$ cat src/rtl/i_ref_sweep.sv
// Current-reference sweep controller: steps the DAC code from STEP up to full scale,
// settling each code before a ready strobe, and restarts when the comparator reports instability.
module i_ref_sweep #(
  parameter int BUS_WIDTH     = 10,
  parameter int STEP          = 1,
  parameter int SETTLE_CYCLES = 4
) (
  input  logic                 clk,
  input  logic                 rst,
  input  logic                 enable,
  input  logic                 unstable_in,
  output logic [BUS_WIDTH-1:0] i_ref,
  output logic                 ready,
  output logic                 went_unstable,
  output logic                 done
);

  // state  | meaning
  // IDLE   | sweep stopped, i_ref holds last code
  // SETTLE | waiting for the analog side to settle on the current code
  // STROBE | ready is high for one cycle, next code chosen on exit
  // DONE   | full scale reached, holding until enable drops
  typedef enum logic [1:0] {
    IDLE   = 2'd0,
    SETTLE = 2'd1,
    STROBE = 2'd2,
    DONE   = 2'd3
  } state_t;

  localparam int CNT_W = $clog2(SETTLE_CYCLES + 1);
  localparam logic [CNT_W-1:0]     CNT_LOAD  = CNT_W'(SETTLE_CYCLES - 1);
  localparam logic [BUS_WIDTH-1:0] STEP_CODE = BUS_WIDTH'(STEP);
  // One extra bit so the last-step test cannot wrap for large STEP.
  localparam logic [BUS_WIDTH:0]   LIMIT     = (BUS_WIDTH + 1)'((2 ** BUS_WIDTH) - 1 - STEP);

  state_t               state, state_nxt;
  logic [CNT_W-1:0]     cnt, cnt_nxt;
  logic [BUS_WIDTH-1:0] i_ref_nxt;
  logic                 ready_nxt, done_nxt, went_nxt;
  logic                 s1, s2, s3;
  logic                 rise;

  assign rise = s2 & ~s3;

  always_ff @(posedge clk or posedge rst) begin
    if (rst) begin
      state         <= IDLE;
      cnt           <= '0;
      i_ref         <= '0;
      ready         <= 1'b0;
      done          <= 1'b0;
      went_unstable <= 1'b0;
      s1            <= 1'b0;
      s2            <= 1'b0;
      s3            <= 1'b0;
    end else begin
      state         <= state_nxt;
      cnt           <= cnt_nxt;
      i_ref         <= i_ref_nxt;
      ready         <= ready_nxt;
      done          <= done_nxt;
      went_unstable <= went_nxt;
      s1            <= unstable_in;
      s2            <= s1;
      s3            <= s2;
    end
  end

  always_comb begin
    state_nxt = state;
    cnt_nxt   = cnt;
    i_ref_nxt = i_ref;
    ready_nxt = 1'b0;
    done_nxt  = done;
    went_nxt  = 1'b0;

    if (!enable) begin
      state_nxt = IDLE;
      done_nxt  = 1'b0;
    end else begin
      if (rise && (state != IDLE)) went_nxt = 1'b1;
      case (state)
        IDLE: begin
          state_nxt = SETTLE;
          i_ref_nxt = STEP_CODE;
          cnt_nxt   = CNT_LOAD;
          done_nxt  = 1'b0;
        end
        SETTLE: begin
          if (rise) begin
            i_ref_nxt = STEP_CODE;
            cnt_nxt   = CNT_LOAD;
          end else if (cnt != '0) begin
            cnt_nxt = cnt - 1'b1;
          end else begin
            ready_nxt = 1'b1;
            state_nxt = STROBE;
          end
        end
        STROBE: begin
          if (rise) begin
            i_ref_nxt = STEP_CODE;
            cnt_nxt   = CNT_LOAD;
            state_nxt = SETTLE;
          end else if ({1'b0, i_ref} > LIMIT) begin
            state_nxt = DONE;
            done_nxt  = 1'b1;
          end else begin
            i_ref_nxt = i_ref + STEP_CODE;
            cnt_nxt   = CNT_LOAD;
            state_nxt = SETTLE;
          end
        end
        DONE: begin
          done_nxt = 1'b1;
        end
        default: begin
          state_nxt = IDLE;
        end
      endcase
    end
  end

endmodule

$ cat config.mk
export PLATFORM = sky130hd
export DESIGN_NAME = i_ref_sweep
export DESIGN_NICKNAME = d
export VERILOG_FILES = /design/src/rtl/i_ref_sweep.sv
export SDC_FILE = /design/constraint.sdc
export NUM_CORES = 1
export LEC_CHECK = 0
export BUFFER_PORTS_ARGS = -buffer_cell sky130_fd_sc_hd__buf_2
export CELL_PAD_IN_SITES_DETAIL_PLACEMENT = 2
export CELL_PAD_IN_SITES_GLOBAL_PLACEMENT = 2
export CORE_MARGIN = 2
export CORE_UTILIZATION = 30
export DETAILED_ROUTE_END_ITERATION = 6
export GPL_TIMING_DRIVEN = 0
export PLACE_DENSITY_LB_ADDON = 0.1
export SYNTH_ARGS = -nofsm -noshare
export SYNTH_HDL_FRONTEND = slang
export SYNTH_SLANG_ARGS = --single-unit
$ cat constraint.sdc
create_clock -name clk -period 2.3 [get_ports clk]
set_input_delay 0 -clock clk [delete_from_list [all_inputs] [get_ports clk]]
set_output_delay 0 -clock clk [all_outputs]
set_load 0.03 [all_outputs]
==> qor.tcl, run 1 <==
set qor(layout.cells.most_common) {sky130_fd_sc_hd__dfrtp_1}
set qor(syn-instance-count) 113
set qor(setup.worst_path.start_class) {flip-flop}
set qor(cp-startpoint) {state[0]}
set qor(period_needed_ps) 2000
set qor(fp.dieH_um) 66.0
set qor(avgSynthCellArea_um2) 10.2
set qor(final-max-slew-violation-count) 0
set qor(netlist.area_leader.share_pct) 45.5
set qor(initial_antenna_violation_count) 0
set qor(report.power.total_w) 0.000926
set qor(synth_seq_cells) 21
set qor(worst-slew-pin-transition_ps) 838
set qor(final_net_count) 148
set qor(leakagePower_nw) 0.651
set qor(clock_latency_ps) 260
set qor(grt_first_pass_wirelength_um) 5150
set qor(whs_ps) 16.8
set qor(io_pins) 17
set qor(area.growth.synth_to_final_pct) 17.8
set qor(critical_path_class) {reg -> reg}
set qor(run_status) {completed}
set qor(unrepaired_setup_endpoints_after_global_routing) {no}
set qor(port_buffers) 16
set qor(intPower_w) 0.000612
set qor(weighted_congestion_at_the_end_of_routability_driven_global_placement) 0.738
set qor(switching_power_w) 0.000314
set qor(achievable-frequency_ghz) 0.501
set qor(final_layout_size_suffix_gt1_share_pct) 20.7
set qor(via_per_inst) 5.07
set qor(detail_route.wl_per_cell_um) 15.8
set qor(number_of_global_route_vias_before_repair) 1029
set qor(worst_hold_startpoint) {enable}
set qor(synth.net_count) 125
set qor(power_switching_share_pct) 33.9
set qor(drv_cap) 0
set qor(clock_pin_slew_on_the_worst_setup_and_hold_paths_ps) 80
set qor(drt_first_pass_iters) 4
set qor(antenna-diode-count) 0
set qor(drt_first_iter_violations) 31
set qor(tritoncts_clock_tree) {built}
set qor(ys_top_cells_by_area) {sky130_fd_sc_hd__dfrtp_1 46%, sky130_fd_sc_hd__ha_1 8.7%, sky130_fd_sc_hd__nand2_1 4.2%, sky130_fd_sc_hd__nand3_1 3.0%, sky130_fd_sc_hd__o21ai_0 2.6%}
set qor(detailroute.via_count) 927
set qor(relSlewSlack_pct) 44.1
set qor(synth.distinct_cells) 37
set qor(global_route.usage.total_pct) 15.7
set qor(initial_utilization_pct) 31.3
set qor(cts-buffers-inserted) 3
set qor(drc) 0
set qor(cts_htree_levels) 1
set qor(dieArea_um2) 4360
set qor(route.antenna.remaining_nets) 0
set qor(power.density_nw_per_um2) 681
set qor(yosysSeqAreaShare_pct) 45.5
set qor(synth_top_area_cell) {sky130_fd_sc_hd__dfrtp_1}
set qor(globalRoute.totalOverflow) 0
set qor(grt_start_max_net_pins) 22
set qor(wire_length_reported_by_the_detailed_router_um) 2900
set qor(critical_path.reg2reg.startpoint) {state[0]}
set qor(yosys_warnings) 0
set qor(seq_power_share_pct) 47.3
set qor(clock-root-buffer) {sky130_fd_sc_hd__clkbuf_8}
set qor(cp_max_fo) 9
set qor(cts_max_path_buffers) 2
set qor(floorplan.die.width_um) 66.0
set qor(hold_viol_final) 0
set qor(reg2reg_setup_slack_ps) 300
set qor(critPathCaptureType) {flip-flop}
set qor(worst_clock_skew_ps) 2.85
set qor(coreArea_um2) 3690
set qor(cts_post_setup_buffers_inserted) 0
set qor(synthesized_area_um2) 1150
set qor(power.ir.vdd_worst_mv) 0.305
set qor(number_of_sinks_on_the_clock_net) 21
set qor(detailed_place_hpwl_um) 2140
set qor(finalSetupViolCount) 0
set qor(combPwrFrac_pct) 25.5
set qor(crit_required_ps) 2510
set qor(timing.hold.worst.class) {in -> reg}
set qor(floorplan.rows) 22
set qor(share_of_the_cycle_needed_by_the_critical_path_after_routing_pct) 86.9
set qor(setup_slack_ps) 302
set qor(final_cell_mix) {21 x sky130_fd_sc_hd__dfrtp_1, 16 x sky130_fd_sc_hd__buf_2, 13 x sky130_fd_sc_hd__nand2_1, 8 x sky130_fd_sc_hd__inv_1, 8 x sky130_fd_sc_hd__ha_1}
set qor(clkPwrFrac_pct) 27.2
set qor(critical_path_arrival_ps) 2200
set qor(timing.setup.tns_ps) 0
set qor(post-place-ws_ps) 283
==> area by class of cell <==
cell class | instances | area [um2]
buffer | 1 | 11.3
tap | 48 | 60.1
inverter | 8 | 30.0
sequential | 21 | 526
timing repair buffer | 18 | 100
multi-input combinational | 83 | 588
fill | 429 | 2330
clock buffer | 4 | 45.0
==> registers in the layout (all words and copies together), names as in the netlist <==
name,cells
s3,1
ready,1
s1,1
state,2
s2,1
went_unstable,1
cnt,3
i_ref,10
done,1
==> final timing paths <==
kind / end / cells past startpoint
max: i_ref[3] / 6
min in group asynchronous: i_ref[1] / 3
min reg2reg: s2 / 0
max reg2reg: i_ref[3] / 6
min: done / 3
max in group asynchronous: ready / 3
==> timing repair <==
| action | 4_1_cts | 5_1_grt |
|---|---|---|
| hold buffers | 2 | 0 |
| endpoints found under the hold margin | 22 | 0 |
| gates resized for setup | 0 | 0 |
==> power groups by stage <==
stage / Sequential [W] / Combinational (W) / Clock [W]
CTS: 0.000440 / 0.000242 / 0.000265
finish: 0.000438 / 0.000236 / 0.000252
floorplan: 0.000461 / 0.000147 / 0
global placement: 0.000442 / 0.000228 / 0
global route: 0.000445 / 0.000267 / 0.000282
detailed placement: 0.000447 / 0.000237 / 0
==> synthesized netlist by cell type <==
| master | n |
|---|---|
| sky130_fd_sc_hd__dfrtp_1 | 21 |
| sky130_fd_sc_hd__nand2_1 | 13 |
| sky130_fd_sc_hd__ha_1 | 8 |
| sky130_fd_sc_hd__inv_1 | 8 |
| sky130_fd_sc_hd__nand3_1 | 7 |
| sky130_fd_sc_hd__o21ai_0 | 6 |
| sky130_fd_sc_hd__nor2_1 | 5 |
| sky130_fd_sc_hd__a21oi_1 | 3 |
| sky130_fd_sc_hd__nand2b_1 | 3 |
| sky130_fd_sc_hd__o31ai_1 | 3 |
| sky130_fd_sc_hd__or3_1 | 3 |
| sky130_fd_sc_hd__and2_1 | 2 |
| sky130_fd_sc_hd__and3_1 | 2 |
| sky130_fd_sc_hd__mux2_4 | 2 |
| sky130_fd_sc_hd__mux2i_1 | 2 |
| sky130_fd_sc_hd__nor2b_1 | 2 |
| sky130_fd_sc_hd__nor3_1 | 2 |
| sky130_fd_sc_hd__o211ai_1 | 2 |
| sky130_fd_sc_hd__a21boi_0 | 1 |
| sky130_fd_sc_hd__a21oi_2 | 1 |
| sky130_fd_sc_hd__and4bb_1 | 1 |
| sky130_fd_sc_hd__buf_6 | 1 |
| sky130_fd_sc_hd__nand2b_4 | 1 |
| sky130_fd_sc_hd__nand4_1 | 1 |
| sky130_fd_sc_hd__nor2_4 | 1 |
| sky130_fd_sc_hd__nor3b_1 | 1 |
| sky130_fd_sc_hd__nor3b_2 | 1 |
| sky130_fd_sc_hd__nor4_1 | 1 |
| sky130_fd_sc_hd__o21a_1 | 1 |
| sky130_fd_sc_hd__o21ai_1 | 1 |
| sky130_fd_sc_hd__o21ai_4 | 1 |
| sky130_fd_sc_hd__o21bai_1 | 1 |
| sky130_fd_sc_hd__o31a_1 | 1 |
| sky130_fd_sc_hd__o41ai_1 | 1 |
| sky130_fd_sc_hd__or3_4 | 1 |
| sky130_fd_sc_hd__or4_1 | 1 |
| sky130_fd_sc_hd__xnor2_1 | 1 |
==> worst max-delay path: stages (launching register included) <==
cell	delay, ps
sky130_fd_sc_hd__dfrtp_1	420
sky130_fd_sc_hd__inv_1	110
sky130_fd_sc_hd__ha_1	290
sky130_fd_sc_hd__nand2_1	240
sky130_fd_sc_hd__and2_1	270
sky130_fd_sc_hd__or4_1	520
sky130_fd_sc_hd__nand2_1	80
==> metal layers <==
layer | part of all wire, % | vias up | global-route usage [%]
met2 | 50 | 9 | 26.6
met3 | 1.8 | 2 | 2.56
met4 | 0.83 | 0 | 4.59
met1 | 48 | 474 | 20.4
li1 | - | 442 | -
met5 | 0 | - | 0
==> per-stage QoR <==
stage | utilization (%) | instances | instance area [um2]
after floorplan | - | 113 | 1150
after global placement | 35.1 | 177 | 1290
after detailed placement | 35.1 | 177 | 1290
after CTS | 36.9 | 183 | 1360
after global routing | 36.9 | 183 | 1360
final | 36.9 | 183 | 1360
==> logic make-up after synthesis <==
| family | Yosys count | share of synthesized area [%] |
|---|---|---|
| fa+ha+maj | 8 | 8.67 |
| buf+inv | 9 | 3.58 |
| simple gates | 48 | 23.9 |
| mux | 4 | 4.33 |
| xor+xnor | 1 | 0.759 |
| compound gates | 22 | 13.2 |
| flops | 21 | 45.5 |
Note: power is estimated with default switching activity, not from simulation.
==> inputs of run 2 (changes only) <==
- CORE_MARGIN: 2 -> not set
==> run 2 against run 1 <==
Compared with the run above: sequential power is essentially flat; power shrank 0.32%; cell count is the same; combinational power is essentially flat.
==> qor.tcl, run 2 (synthesized netlist as in run 1, its figures left out) <==
set qor(setup.worst_path.start_class) {flip-flop}
set qor(cp_max_fo) 9 ;# unchanged
set qor(critPathSlowestCell) {sky130_fd_sc_hd__or4_1}
set qor(global_route.usage.total_pct) 15.3 ;# -0.31 points
set qor(clock_pin_slew_on_the_worst_setup_and_hold_paths_ps) 80 ;# about the same
set qor(period_needed_ps) 2000 ;# +4.33 ps
set qor(fill_cells) 420 ;# -2.1%
set qor(multi_input_comb_area_um2) 588 ;# unchanged
set qor(worst-slew-pin-transition_ps) 836 ;# -2.30 ps
set qor(post-place-cells) 177 ;# unchanged
set qor(finalCoreUtilization_pct) 36.9 ;# unchanged
set qor(detailroute.via_count) 924 ;# -0.32%
set qor(relSlewSlack_pct) 44.2 ;# +0.15 points
set qor(critical_path_class) {reg -> reg}
set qor(drt_first_pass_iters) 3 ;# -1
set qor(grt_start_max_net_pins) 22 ;# unchanged
set qor(report.power.total_w) 0.000923 ;# -0.32%
set qor(grt_util_met1_pct) 18.8 ;# -1.6 points
set qor(wire_length_reported_by_the_detailed_router_um) 2760 ;# -5.0%
set qor(number_of_global_route_vias_before_repair) 960 ;# -6.7%
set qor(detail_route.wl_per_cell_um) 15.1 ;# -5.0%
set qor(unrepaired_setup_endpoints_after_global_routing) {no}
set qor(grt_first_pass_wirelength_um) 4690 ;# -9.0%
set qor(critical_path.cell_chain) {inv_1 -> ha_1 -> nand2_1 -> and2_1 -> or4_1 -> nand2_1}
set qor(largest-register) {i_ref}
set qor(drt_first_iter_violations) 17 ;# -45%
set qor(largestRegisters) {i_ref (10), cnt (3), state (2)}
set qor(dieArea_um2) 4100 ;# -6.0%
set qor(layout.cells.most_common) {sky130_fd_sc_hd__dfrtp_1}
set qor(ff_latch_area_um2) 526 ;# unchanged
set qor(cts-buffers-inserted) 3 ;# unchanged
set qor(max_stage_delay_ps) 540 ;# +20 ps
set qor(hold_viol_final) 0 ;# unchanged
set qor(clock_latency_ps) 260 ;# about the same
set qor(number_of_flip_flops_in_the_largest_register) 10 ;# unchanged
set qor(drv_cap) 0 ;# unchanged
set qor(grt_most_used_layer) {met2}
set qor(tritoncts_clock_tree) {built}
set qor(fp.dieH_um) 64.0 ;# -3.0%
set qor(floorplan.die.width_um) 64.0 ;# -3.0%
set qor(detailed_place_hpwl_um) 2070 ;# -3.4%
set qor(finalSetupViolCount) 0 ;# unchanged
set qor(final-max-slew-violation-count) 0 ;# unchanged
set qor(clock-root-buffer) {sky130_fd_sc_hd__clkbuf_8}
set qor(final_cell_mix) {21 x sky130_fd_sc_hd__dfrtp_1, 16 x sky130_fd_sc_hd__buf_2, 13 x sky130_fd_sc_hd__nand2_1, 8 x sky130_fd_sc_hd__inv_1, 8 x sky130_fd_sc_hd__ha_1}
set qor(timing.hold.worst.class) {in -> reg}
set qor(gr-usage-met2_pct) 25.3 ;# -1.4 points
set qor(worst_clock_skew_ps) 2.68 ;# -0.170 ps
set qor(final_cell_count_no_fill) 183 ;# unchanged
set qor(critPathCaptureType) {flip-flop}
set qor(run_status) {completed}
set qor(cts_max_path_buffers) 2 ;# unchanged
set qor(final_layout_size_suffix_gt1_share_pct) 20.7 ;# unchanged
set qor(achievable-frequency_ghz) 0.499 ;# -0.22%
set qor(leakagePower_nw) 0.651 ;# unchanged
set qor(globalRoute.totalOverflow) 0 ;# unchanged
set qor(drc) 0 ;# unchanged
set qor(io_pins) 17 ;# unchanged
set qor(timing.setup.tns_ps) 0 ;# unchanged
set qor(cts_htree_levels) 1 ;# unchanged
set qor(number_of_sinks_on_the_clock_net) 21 ;# unchanged
set qor(weighted_congestion_at_the_end_of_routability_driven_global_placement) 0.731 ;# -0.92%
set qor(antenna-diode-count) 0 ;# unchanged
set qor(crit_required_ps) 2500 ;# about the same
set qor(postcts_resize_cnt) 0 ;# unchanged
set qor(final_net_count) 148 ;# unchanged
set qor(power.density_nw_per_um2) 679 ;# -0.32%
set qor(critical_path_arrival_ps) 2210 ;# about the same
set qor(initial_antenna_violation_count) 0 ;# unchanged
set qor(globalRouteMet3Util_pct) 3.75 ;# +1.2 points
set qor(power.ir.vdd_worst_mv) 0.344 ;# +13%
set qor(coreArea_um2) 3690 ;# unchanged
set qor(cpMostUsedCell) {sky130_fd_sc_hd__nand2_1}
set qor(via_per_inst) 5.05 ;# -0.32%
set qor(initial_utilization_pct) 31.3 ;# unchanged
set qor(area.growth.synth_to_final_pct) 17.8 ;# unchanged
set qor(whs_ps) 7.14 ;# -9.67 ps
set qor(share_of_the_cycle_needed_by_the_critical_path_after_routing_pct) 87.1 ;# +0.19 points
set qor(route.antenna.remaining_nets) 0 ;# unchanged
set qor(floorplan.rows) 22 ;# unchanged
set qor(port_buffers) 16 ;# unchanged
[run 2: cell counts in the layout (fill, tap and decap cells not counted)]
No cell type changed its count.
[run 2: metal layers]
| metal | part of all wire (%) | vias to the layer above |
|---|---|---|
| li1 | - | 440 |
| met1 | 48 | 471 |
| met2 | 48 | 11 |
| met3 | 2.6 | 2 |
| met4 | 1.3 | 0 |
| met5 | 0 | - |
[run 2: worst max-delay path, delay by kind of cell (launching register included)]
kind | cells | cell delay [ps]
DFF | 1 | 420
buffers and inverters | 1 | 100
and+or+nand+nor | 4 | 1130
adders and majority gates | 1 | 300
[run 2: worst paths after layout]
check / cells past startpoint / startpoint / end / slack [ps]
worst max-delay path: 6 / state[0] / i_ref[3] / 300
worst min-delay path: 3 / enable / done / 7
worst max register to register: 6 / state[0] / i_ref[3] / 300
worst min register to register: 0 / s1 / s2 / 350
max in group asynchronous: 3 / rst / i_ref[5] / 1340
min in group asynchronous: 3 / rst / ready / 440
[run 2: what timing repair did]
| action | CTS | global route |
|---|---|---|
| setup buffers | 0 | 0 |
| endpoints found under the hold margin | 22 | 0 |
| hold buffers | 2 | 0 |
[run 2: layout make-up]
class,count,share of cell area (%)
Buffer,1,0.828
Multi-Input combinational cell,83,43.2
Clock buffer,4,3.31
Sequential cell,21,38.6
Tap cell,48,4.42
Timing Repair Buffer,18,7.36
Inverter,8,2.21
[run 2: stage by stage]
step	area [um2]	worst slack, ps
2_1_floorplan	1150	467
3_3_place_gp	1290	362
3_5_place_dp	1290	298
4_1_cts	1360	265
5_1_grt	1360	99.1
6_report	1360	298
[run 2: where the power goes]
part           internal, W  switching (W)
clock             0.000124       0.000128
combinational    0.0000891       0.000145
sequential        0.000400      0.0000371
==> inputs of run 3 (changes only) <==
- BUFFER_PORTS_ARGS: -buffer_cell sky130_fd_sc_hd__buf_2 -> not set
- CORE_UTILIZATION: 30 -> 39
- CTS_CLUSTER_DIAMETER: not set -> 50
- DONT_BUFFER_PORTS: not set -> 1
==> run 3 against run 2 <==
Compared with the run above: critical path depth rose by 1; routed wire length fell by 0.33%; combinational power fell by 18%; hold slack improved by 43 ps; clock skew rose by 7.2 ps; global-route usage rose by 4.4 points; count of clock-buffer cells in the layout fell by 1; critical endpoint is now i_ref[5]; via count fell by 5.4%; largest cell class unchanged; non-clock buffer count fell by 15; worst setup slack got worse by 73 ps; sequential share of layout area rose by 3.4 points.
==> qor.tcl, run 3 (synthesized netlist as in run 1, its figures left out) <==
set qor(clock_latency_ps) 320 ;# +60 ps
set qor(post-place-cells) 144 ;# -19%
set qor(weighted_congestion_at_the_end_of_routability_driven_global_placement) 0.720 ;# -1.5%
set qor(worstHoldPathCells) 4 ;# +1
set qor(clock_pin_slew_on_the_worst_setup_and_hold_paths_ps) 130 ;# +50 ps
set qor(port_buffers) 0 ;# -16
set qor(worst_clock_skew_ps) 9.85 ;# +7.17 ps
set qor(setup.worst_path.start_class) {flip-flop}
set qor(drt_first_iter_violations) 22 ;# +5
set qor(leakagePower_nw) 0.569 ;# -13%
set qor(drv_cap) 0 ;# unchanged
set qor(clock-root-buffer) {sky130_fd_sc_hd__clkbuf_4}
set qor(number_of_global_route_vias_before_repair) 989 ;# +3.0%
set qor(share_of_the_cycle_needed_by_the_critical_path_after_routing_pct) 90.2 ;# +3.2 points
set qor(power.density_nw_per_um2) 679 ;# +0.10%
set qor(number_of_sinks_on_the_clock_net) 21 ;# unchanged
set qor(cp_max_fo) 10 ;# +1
set qor(cts_max_path_buffers) 2 ;# unchanged
set qor(timing.hold.worst.class) {in -> reg}
set qor(hold_viol_final) 0 ;# unchanged
set qor(coreArea_um2) 2780 ;# -25%
set qor(final_cell_count_no_fill) 151 ;# -17%
set qor(dieArea_um2) 3180 ;# -22%
set qor(final_layout_size_suffix_gt1_share_pct) 11.7 ;# -9.1 points
set qor(cts_htree_levels) 1 ;# unchanged
set qor(detailed_place_hpwl_um) 2020 ;# -2.4%
set qor(tritoncts_clock_tree) {built}
set qor(relSlewSlack_pct) 44.3 ;# +0.093 points
set qor(final-max-slew-violation-count) 0 ;# unchanged
set qor(floorplan.rows) 19 ;# -14%
set qor(detailroute.wirelength.met3_um) 69 ;# -2.8%
set qor(run_status) {completed}
set qor(fp.dieH_um) 56.4 ;# -12%
set qor(period_needed_ps) 2080 ;# +73.0 ps
set qor(critical_path_arrival_ps) 2290 ;# +80 ps
set qor(critical_path_class) {reg -> reg}
set qor(via_per_inst) 5.79 ;# +15%
set qor(globalRoute.totalOverflow) 0 ;# unchanged
set qor(drc) 0 ;# unchanged
set qor(detail_route.wl_per_cell_um) 18.2 ;# +21%
set qor(wire_length_reported_by_the_detailed_router_um) 2750 ;# -0.33%
set qor(crit_required_ps) 2520 ;# +20 ps
set qor(route.antenna.remaining_nets) 0 ;# unchanged
set qor(io_pins) 17 ;# unchanged
set qor(final_cell_mix) {20 x sky130_fd_sc_hd__dfrtp_1, 13 x sky130_fd_sc_hd__nand2_1, 8 x sky130_fd_sc_hd__inv_1, 8 x sky130_fd_sc_hd__ha_1, 7 x sky130_fd_sc_hd__nand3_1}
set qor(timing.setup.tns_ps) 0 ;# unchanged
set qor(critPathCaptureType) {flip-flop}
set qor(largestRegisters) {i_ref (10), cnt (3), state (2)}
set qor(unrepaired_setup_endpoints_after_global_routing) {no}
set qor(power.ir.vdd_worst_mv) 0.490 ;# +42%
set qor(layout.cells.most_common) {sky130_fd_sc_hd__dfrtp_1}
set qor(largest-register) {i_ref}
set qor(initial_utilization_pct) 41.5 ;# +10 points
set qor(highest-signal-layer) {met4}
set qor(floorplan.die.width_um) 56.4 ;# -12%
set qor(met2WireLength_um) 1300 ;# -2.5%
set qor(number_of_flip_flops_in_the_largest_register) 10 ;# unchanged
set qor(finalSetupViolCount) 0 ;# unchanged
set qor(detailroute.via_count) 874 ;# -5.4%
set qor(worst-slew-pin-transition_ps) 834 ;# -1.40 ps
set qor(reg2regPathDepth) 7 ;# +1
set qor(grt_start_max_net_pins) 22 ;# unchanged
set qor(drt_first_pass_iters) 2 ;# -1
set qor(antenna-diode-count) 0 ;# unchanged
set qor(achievable-frequency_ghz) 0.482 ;# -3.5%
set qor(final_net_count) 133 ;# -10%
set qor(global_route.usage.total_pct) 19.8 ;# +4.4 points
set qor(grt_first_pass_wirelength_um) 4820 ;# +2.9%
set qor(initial_antenna_violation_count) 0 ;# unchanged
set qor(area.growth.synth_to_final_pct) 8.45
set qor(drt-met1-wl_um) 1350 ;# +2.9%
set qor(cts-buffers-inserted) 3 ;# unchanged
==> run 3: changes by cell type in the layout (fill, tap and decap cells not counted) <==
cell | previous run | this run
sky130_fd_sc_hd__buf_2 | 16 | 0
sky130_fd_sc_hd__clkbuf_4 | 0 | 3
sky130_fd_sc_hd__clkbuf_8 | 3 | 0
sky130_fd_sc_hd__clkbuf_1 | 1 | 0
sky130_fd_sc_hd__clkinv_2 | 0 | 1
sky130_fd_sc_hd__dfrtp_1 | 21 | 20
sky130_fd_sc_hd__dfrtp_2 | 0 | 1
sky130_fd_sc_hd__dlygate4sd3_1 | 2 | 3
==> run 3: power by group <==
group	leakage, nW	switching [W]	internal, W
clock	0.0177	0.000125	0.0000651
sequential	0.270	0.0000665	0.000401
combinational	0.281	0.000114	0.0000792
total	0.569	0.000305	0.000545
==> run 3: cell type report <==
class	instances	area, um2
repair buffers	3	30.0
multi-input cells	83	588
inverters	8	30.0
plain buffers	1	11.3
flip-flops and latches	21	527
clock buffers	3	22.5
clock inverters	1	5.00
fillers	296	1530
well taps	31	38.8
==> run 3: through the flow <==
stage / util [%] / hold slack (ps) / worst slack [ps] / total power [W] / cell area [um2]
2_1_floorplan: - / -23.5 / 467 / 0.000608 / 1150
3_3_place_gp: 42.9 / 31.5 / 212 / 0.000647 / 1190
3_5_place_dp: 42.9 / 31.5 / 149 / 0.000661 / 1190
4_1_cts: 45.0 / 32.8 / 112 / 0.000867 / 1250
5_1_grt: 45.0 / 85.8 / 17.6 / 0.000902 / 1250
6_report: 45.0 / 50.0 / 225 / 0.000851 / 1250
==> run 3: worst paths after layout <==
check / end / from / slack, ps
worst max-delay path: i_ref[5] / i_ref[1] / 220
worst min-delay path: i_ref[4] / enable / 50
worst max register to register: i_ref[5] / i_ref[1] / 220
worst min register to register: s2 / s1 / 380
max in group asynchronous: i_ref[0] / rst / 1470
min in group asynchronous: i_ref[8] / rst / 270
==> run 3: critical path: stages, from the launching register on <==
cell and delay (ps):
sky130_fd_sc_hd__dfrtp_1 590, sky130_fd_sc_hd__ha_1 280, sky130_fd_sc_hd__nor2b_1 150, sky130_fd_sc_hd__nand4_1 260, sky130_fd_sc_hd__o21ai_4 330, sky130_fd_sc_hd__buf_6 180
sky130_fd_sc_hd__o21ai_0 90, sky130_fd_sc_hd__o41ai_1 90
==> run 3: metal layers <==
layer	vias up	track usage [%]
li1	414	-
met1	445	26.8
met2	11	32.7
met3	4	2.76
met4	0	6.27
met5	-	0
==> run 3: timing repair <==
| action | CTS | global route |
|---|---|---|
| setup buffers | 0 | 0 |
| hold buffers | 3 | 0 |
| resized for setup | 0 | 1 |
| hold endpoints to repair | 27 | 0 |
| setup endpoints to repair | 0 | 4 |
